File: config.mk
export PLATFORM = sky130hd
export DESIGN_NAME = uart_inst_rx
export DESIGN_NICKNAME = d
export VERILOG_FILES = /design/src/rtl/uart_inst_rx.sv
export SDC_FILE = /design/constraint.sdc
export NUM_CORES = 1
export LEC_CHECK = 0
export CAP_MARGIN = 20
export CELL_PAD_IN_SITES_DETAIL_PLACEMENT = 2
export CELL_PAD_IN_SITES_GLOBAL_PLACEMENT = 2
export CORE_MARGIN = 10
export CORE_UTILIZATION = 38
export DETAILED_ROUTE_END_ITERATION = 8
export PLACE_DENSITY = 0.76
export SLEW_MARGIN = 10
export SYNTH_ARGS = -nofsm -noshare
export SYNTH_HDL_FRONTEND = slang
export SYNTH_SLANG_ARGS = --single-unit
File: constraint.sdc
create_clock -name clk -period 3.4 [get_ports clk]
set_clock_uncertainty 0.05 [all_clocks]
set_input_delay 0.68 -clock clk [delete_from_list [all_inputs] [get_ports clk]]
set_output_delay 0.68 -clock clk [all_outputs]
set_load 0.01 [all_outputs]
File: src/rtl/uart_inst_rx.sv
// uart_inst_rx: decodes ASCII hex pairs into 8-bit seq instructions, buffers them and issues gap-paced strobes.
// Optional saturating error counter is built when UART_INST_RX_ERRCNT_EN is defined.
module uart_inst_rx #(
   parameter int FIFO_AW    = 2,
   parameter int GAP_CYCLES = 16
) (
   input  logic               clk,
   input  logic               rst,
   input  logic [7:0]         i_rx_data,
   input  logic               i_rx_valid,
   output logic [7:0]         o_inst,
   output logic               o_inst_valid,
   output logic [FIFO_AW:0]   o_fifo_cnt,
   output logic               o_overflow,
   output logic               o_err,
   output logic [7:0]         o_err_cnt
);
   localparam int DEPTH = 1 << FIFO_AW;
   localparam int CW = FIFO_AW + 1;
   localparam int GW = GAP_CYCLES > 1 ? $clog2(GAP_CYCLES) : 1;
   typedef enum logic {IDLE, HAVE_HI} state_t;
   state_t state;
   logic [3:0] hi, nib;
   logic [7:0] mem [DEPTH];
   logic [FIFO_AW-1:0] wr_ptr, rd_ptr;
   logic [GW-1:0] gc;
   logic is_dig, is_hex, is_sep, bad, push, pop, full, wr;
   assign is_dig = i_rx_data inside {[8'h30:8'h39]};
   assign is_hex = is_dig || (i_rx_data inside {[8'h41:8'h46], [8'h61:8'h66]});
   assign is_sep = i_rx_data inside {8'h0D, 8'h0A, 8'h20};
   // letters A-F/a-f all carry 1..6 in their low nibble
   assign nib = is_dig ? i_rx_data[3:0] : i_rx_data[3:0] + 4'd9;
   assign bad = i_rx_valid && (state == HAVE_HI ? !is_hex : !(is_hex || is_sep));
   assign push = i_rx_valid && state == HAVE_HI && is_hex;
   assign full = o_fifo_cnt == CW'(DEPTH);
   assign pop = gc == '0 && o_fifo_cnt != '0;
   assign wr = push && (!full || pop);
   always_ff @(posedge clk or posedge rst)
      if (rst) begin
         state <= IDLE;
         hi <= '0;
         wr_ptr <= '0;
         rd_ptr <= '0;
         gc <= '0;
         o_fifo_cnt <= '0;
         o_inst <= '0;
         o_inst_valid <= 1'b0;
         o_overflow <= 1'b0;
         o_err <= 1'b0;
      end else begin
         if (i_rx_valid) begin
            state <= (state == IDLE && is_hex) ? HAVE_HI : IDLE;
            if (state == IDLE) hi <= nib;
         end
         o_err <= bad;
         if (wr) wr_ptr <= wr_ptr + FIFO_AW'(1);
         if (pop) rd_ptr <= rd_ptr + FIFO_AW'(1);
         o_fifo_cnt <= o_fifo_cnt + CW'(wr) - CW'(pop);
         if (push && !wr) o_overflow <= 1'b1;
         o_inst_valid <= pop;
         if (pop) o_inst <= mem[rd_ptr];
         gc <= pop ? GW'(GAP_CYCLES - 1) : gc - GW'(gc != '0);
      end
   always_ff @(posedge clk)
      if (wr) mem[wr_ptr] <= {hi, nib};
`ifdef UART_INST_RX_ERRCNT_EN
   always_ff @(posedge clk or posedge rst)
      if (rst) o_err_cnt <= '0;
      else if (o_err && o_err_cnt != 8'hFF) o_err_cnt <= o_err_cnt + 8'd1;
`else
   assign o_err_cnt = 8'h00;
`endif
endmodule

==> impl_metrics.toml, run 1 <==
[synth]
netlist_area_mm2 = 0.00267
synth_seq_cells = 59
yosysTopAreaCell = "edfxtp_1"
async_flop_share = 0.458
synth_top_area_share = 0.360
ys_warn_count = 0
synth_cells = 193
synth.avg_cell_area_um2 = 13.8
synth_cell_types = 40
ys.flop_type = "edfxtp_1"
yosysSeqAreaShare = 0.613
synth_area_leaders = "edfxtp_1 (36%), dfrtp_1 (25%), mux4_2 (6.7%)"
synth-edff-count = 32

[clock_tree]
max-clock-path-buffers = 2
numCtsBuffers = 9
hold_buffers = 0
post_cts_buffers = 0
cts_resized = 0
htreeDepth = 3
cts_tree = "built"
clk-insertion-delay-late_ps = 340
clk_pin_slew_worst_paths_ps = 70
clock_sink_count = 59
cts_root_buf = "clkbuf_8"

[sta]
setup_viol = 0
final_critical_path_setup_slack_ps = 235
slew_headroom = 0.350
rsz0062_at_grt = "false"
final-hold-violation-count = 0
fmax_mhz = 316
fin_crit_ps = 3170
finalMaxSlewViolations = 0
worstMarginPinSlew_ps = 962
period_share = 0.931

[routing]
drtIter0Drc = 54
finalWirelength_mm = 6.52
ant_nets = 0
firstDrtPassIters = 4
dr_total_vias = 1662
drcViolationCount = 0
wl_per_cell_um = 19.1
vias_per_cell = 4.86

[critical_path]
startpoint = "i_rx_data[1]"
crit_required_ps = 3580
cp.arrival_ps = 3340
path_delay_family = "adder cells"
crit_path_cell_trace = "clkdlybuf4s50_1, inv_1, ha_1, o21bai_4, a2111o_1, a211oi_4, inv_1, ha_1, inv_1, ha_1, fa_1, xnor2_1"
path_class = "in2reg"
cp.buffers_inverters = 4
cp_max_fo = 3
endpoint_kind = "flop"
cp_slowest_cell = "a2111o_1"
worstReg2RegStart = "gc[1]"
critPathLaunchType = "primary input"
cpPeakStageDelay_ps = 470

[worst_hold_path]
hold_start = "o_overflow"
min_path_type = "reg2reg"

[global_routing]
grt_pass1_wl_mm = 11.0
antenna_found_initial = 0
grt-busiest-layer = "met2"
grt_use_total = 0.131
use_met1 = 0.142
gr-usage-met2 = 0.233
grt_pass1_vias = 1948
grt_overflow = 0
met3_usage = 0.0335
grt_max_degree = 28

[layout]
layout.nets = 266
multi_input_area_um2 = 936
layout_common_cells = "nand2_1 (33), edfxtp_1 (32), dfrtp_1 (27), clkdlybuf4s50_1 (24), buf_4 (18)"
diodes = 0
post-route-util = 0.492
area_growth_pct = 25.9
fill_cells = 693
drive_gt1_frac = 0.207
layout_commonest_cell = "nand2_1"
seq_area_mm2 = 0.00164

[place]
place_congestion = 0.740
place_ws_ps = -233
portBuffers = 24
post-dp-hpwl_mm = 4.80

[die]
core_area_mm2 = 0.00683
start_util = 0.391
die_h_um = 104
num_io_pins = 33
row_count = 30
die_area_mm2 = 0.0108
die-width_um = 104

[power_and_ir_drop]
power.total_mw = 2.41
ir_drop_mv = 0.208
p_leak_nw = 1.38
pwr_density_cell_mw_per_mm2 = 717

[run_status]
outcome = "complete, no violations"

[run]
max_cap_viol_count = 0
sequential cells by signal, summed over array words and instances (netlist names), 2 cells and up:
name,flops
mem,32
o_inst,8
gc,4
hi,4
o_fifo_cnt,3
rd_ptr,2
wr_ptr,2
metrics by stage:
stage / instance area (um2) / TNS (ps) / hold WS, ps / cells
6_report: 3360 / 0 / 409 / 342
3_3_place_gp: 3120 / -31.2 / 396 / 326
5_1_grt: 3360 / 0 / 440 / 342
4_1_cts: 3360 / 0 / 415 / 342
2_1_floorplan: 2700 / 0 / 422 / 200
3_5_place_dp: 3120 / -416 / 397 / 326
where the power goes:
group	internal [mW]	total, mW	switching (mW)
sequential	0.888	1.03	0.142
clock	0.484	0.774	0.290
combinational	0.337	0.609	0.272
total	1.71	2.41	0.704
area by class of cell:
| class | instances | area share |
|---|---|---|
| flip-flops and latches | 59 | 0.486 |
| multi-input cells | 114 | 0.278 |
| repair buffers | 42 | 0.112 |
| clock buffers | 9 | 0.0368 |
| well taps | 96 | 0.0357 |
| clock inverters | 7 | 0.0346 |
| inverters | 15 | 0.0167 |
per-layer routing:
| metal | wire, um | vias to the layer above |
|---|---|---|
| met5 | 0 | - |
| met4 | 136 | 0 |
| met3 | 232 | 11 |
| met2 | 3560 | 38 |
| met1 | 2580 | 853 |
| li1 | - | 760 |
path summary, 6_finish.rpt:
check,to,slack (ps),depth (start not counted)
worst max-delay path,o_fifo_cnt[2],230,12
worst min-delay path,o_overflow,410,1
worst max register to register,o_fifo_cnt[2],610,9
worst min register to register,o_overflow,410,1
max in group asynchronous,hi[2],2360,3
min in group asynchronous,o_inst[4],660,3
cells in the mapped netlist, drive strengths merged (2+ instances only):
| cell | n |
|---|---|
| and3 | 2 |
| edfxtp | 32 |
| nor4b | 2 |
| and2 | 5 |
| a21oi | 2 |
| nand2b | 2 |
| buf | 9 |
| mux4 | 8 |
| mux2 | 4 |
| o21ai | 2 |
| nand2 | 33 |
| a21o | 2 |
| inv | 15 |
| clkbuf | 3 |
| nor4 | 2 |
| ha | 13 |
| dfrtp | 27 |
| nor2 | 3 |
| nand3 | 3 |
| xnor2 | 7 |
cells by family after synthesis:
kind of cell	after synthesis	synth area share
AND/OR/NAND/NOR	57	0.103
flip-flops	59	0.613
multiplexers	12	0.0871
buffers and inverters	27	0.0492
adder cells (fa/ha/maj)	14	0.0684
other	1	0.00140
XOR/XNOR	8	0.0262
AO/OA/AOI/OAI	15	0.0520
Note: power is estimated with default switching activity, not from simulation.
==> run 2, diff against run 1 <==
- CORE_MARGIN: 10 -> unset
- CORE_UTILIZATION: 38 -> 33
- PLACE_DENSITY: 0.76 -> 0.67
==> run 2 against run 1 <==
Net effect: core utilization shrank 6.0 points; largest cell class unchanged; sequential share of layout area is essentially flat; worst setup slack improved by 65 ps; via count decreased by 2.8%; highest routed layer unchanged; flip-flop and latch count stayed put; cell count grew 2.0%; hold slack got worse by 0.93 ps; routed wire length down 17%.
==> impl_metrics.toml, run 2 (synthesized netlist as in run 1, its figures left out) <==
[sta]
finalSetupTns_ps = 0
final-hold-violation-count = 0
setup_viol = 0
fmax_mhz = 323
period_share = 0.912
fin_crit_ps = 3100
slew_headroom = 0.401
worstMarginPinSlew_ps = 886
finalMaxSlewViolations = 0
rsz0062_at_grt = "false"

[layout]
area_growth_pct = 25.9
largest_register_ffs = 32
layout_commonest_cell = "nand2_1"
top_regs = "mem x32, o_inst x8"
top_register = "mem"
layout_common_cells = "nand2_1 (33), edfxtp_1 (32), dfrtp_1 (27), clkdlybuf4s50_1 (24), buf_4 (19)"
layout.nets = 267
stdcell_area_mm2 = 0.00336
diodes = 0
post-route-util = 0.433
drive_gt1_frac = 0.215

[place]
portBuffers = 24
placed_cell_area_mm2 = 0.00314
place_congestion = 0.729
post-dp-hpwl_mm = 3.99

[clock_tree]
cts_root_buf = "clkbuf_8"
post_cts_buffers = 0
clk_pin_slew_worst_paths_ps = 80
hold_buffers = 0
cts_resized = 0
clk-insertion-delay-late_ps = 340
clock_sink_count = 59
htreeDepth = 3
cts_tree = "built"
numCtsBuffers = 9
max-clock-path-buffers = 2

[worst_hold_path]
hold_start = "o_overflow"
min_path_type = "reg2reg"

[global_routing]
grt_pass1_vias = 1784
met3_usage = 0.0274
use_met1 = 0.174
grt_max_degree = 28
grt_use_total = 0.147
gr-usage-met2 = 0.251
antenna_found_initial = 0
grt_overflow = 0
grt_pass1_wl_mm = 9.12
grt-busiest-layer = "met2"

[die]
start_util = 0.344
core_area_mm2 = 0.00777
row_count = 32
die-width_um = 92.0
die_area_mm2 = 0.00846
die_h_um = 92.0
num_io_pins = 33

[routing]
finalWirelength_mm = 5.39
drtIter0Drc = 46
wl_per_cell_um = 15.4
drcViolationCount = 0
vias_per_cell = 4.63
firstDrtPassIters = 6
dr_total_vias = 1616
ant_nets = 0

[critical_path]
cp_max_fo = 3
worstReg2RegStart = "gc[1]"
startpoint = "i_rx_data[0]"
path_class = "in2reg"
cp.arrival_ps = 3280
crit_required_ps = 3580
endpoint_kind = "flop"
critPathLaunchType = "primary input"

[power_and_ir_drop]
pwr_density_cell_mw_per_mm2 = 693
ir_drop_mv = 0.176
power.total_mw = 2.33
p_leak_nw = 1.38

[run]
max_cap_viol_count = 0

[run_status]
outcome = "complete, no violations"
-- run 2: area by class of cell --
cell class / count / area [um2]
Tap cell: 102 / 128
Fill cell: 781 / 4400
Clock inverter: 7 / 101
Timing Repair Buffer: 43 / 383
Inverter: 15 / 56.3
Sequential cell: 59 / 1640
Clock buffer: 9 / 124
Multi-Input combinational cell: 114 / 935
-- run 2: per-stage QoR --
stage                     setup slack, ps  cells  hold WS, ps
after floorplan                       253    200          422
after global placement              -40.9    332          397
after detailed placement             -112    333          397
after CTS                             264    349          414
after global routing                  128    349          435
final                                 300    349          408
-- run 2: final timing paths --
kind                                 endpoint  cells past startpoint  slack (ps)
worst max-delay path            o_fifo_cnt[2]                     11         300
worst min-delay path               o_overflow                      1         410
worst max register to register  o_fifo_cnt[2]                      9         700
worst min register to register     o_overflow                      1         410
max in group asynchronous               hi[3]                      3        2360
min in group asynchronous               gc[3]                      3         660
-- run 2: worst max-delay path, stage by stage --
cell and delay (ps):
clkdlybuf4s50_1 510, ha_1 230, o21bai_4 90, a2111o_1 460
a211oi_4 240, inv_1 70, ha_1 270, inv_1 40
ha_1 180, fa_1 370, xnor2_1 130
-- run 2: routing by layer --
layer,vias to the layer above,share of wire
li1,768,-
met1,809,0.43
met2,33,0.53
met3,6,0.026
met4,0,0.013
met5,-,0
-- run 2: report_power, final --
group | internal (mW) | total [mW] | switching [mW]
registers | 0.887 | 1.03 | 0.141
clock network | 0.417 | 0.717 | 0.300
logic | 0.337 | 0.586 | 0.249
total | 1.64 | 2.33 | 0.691
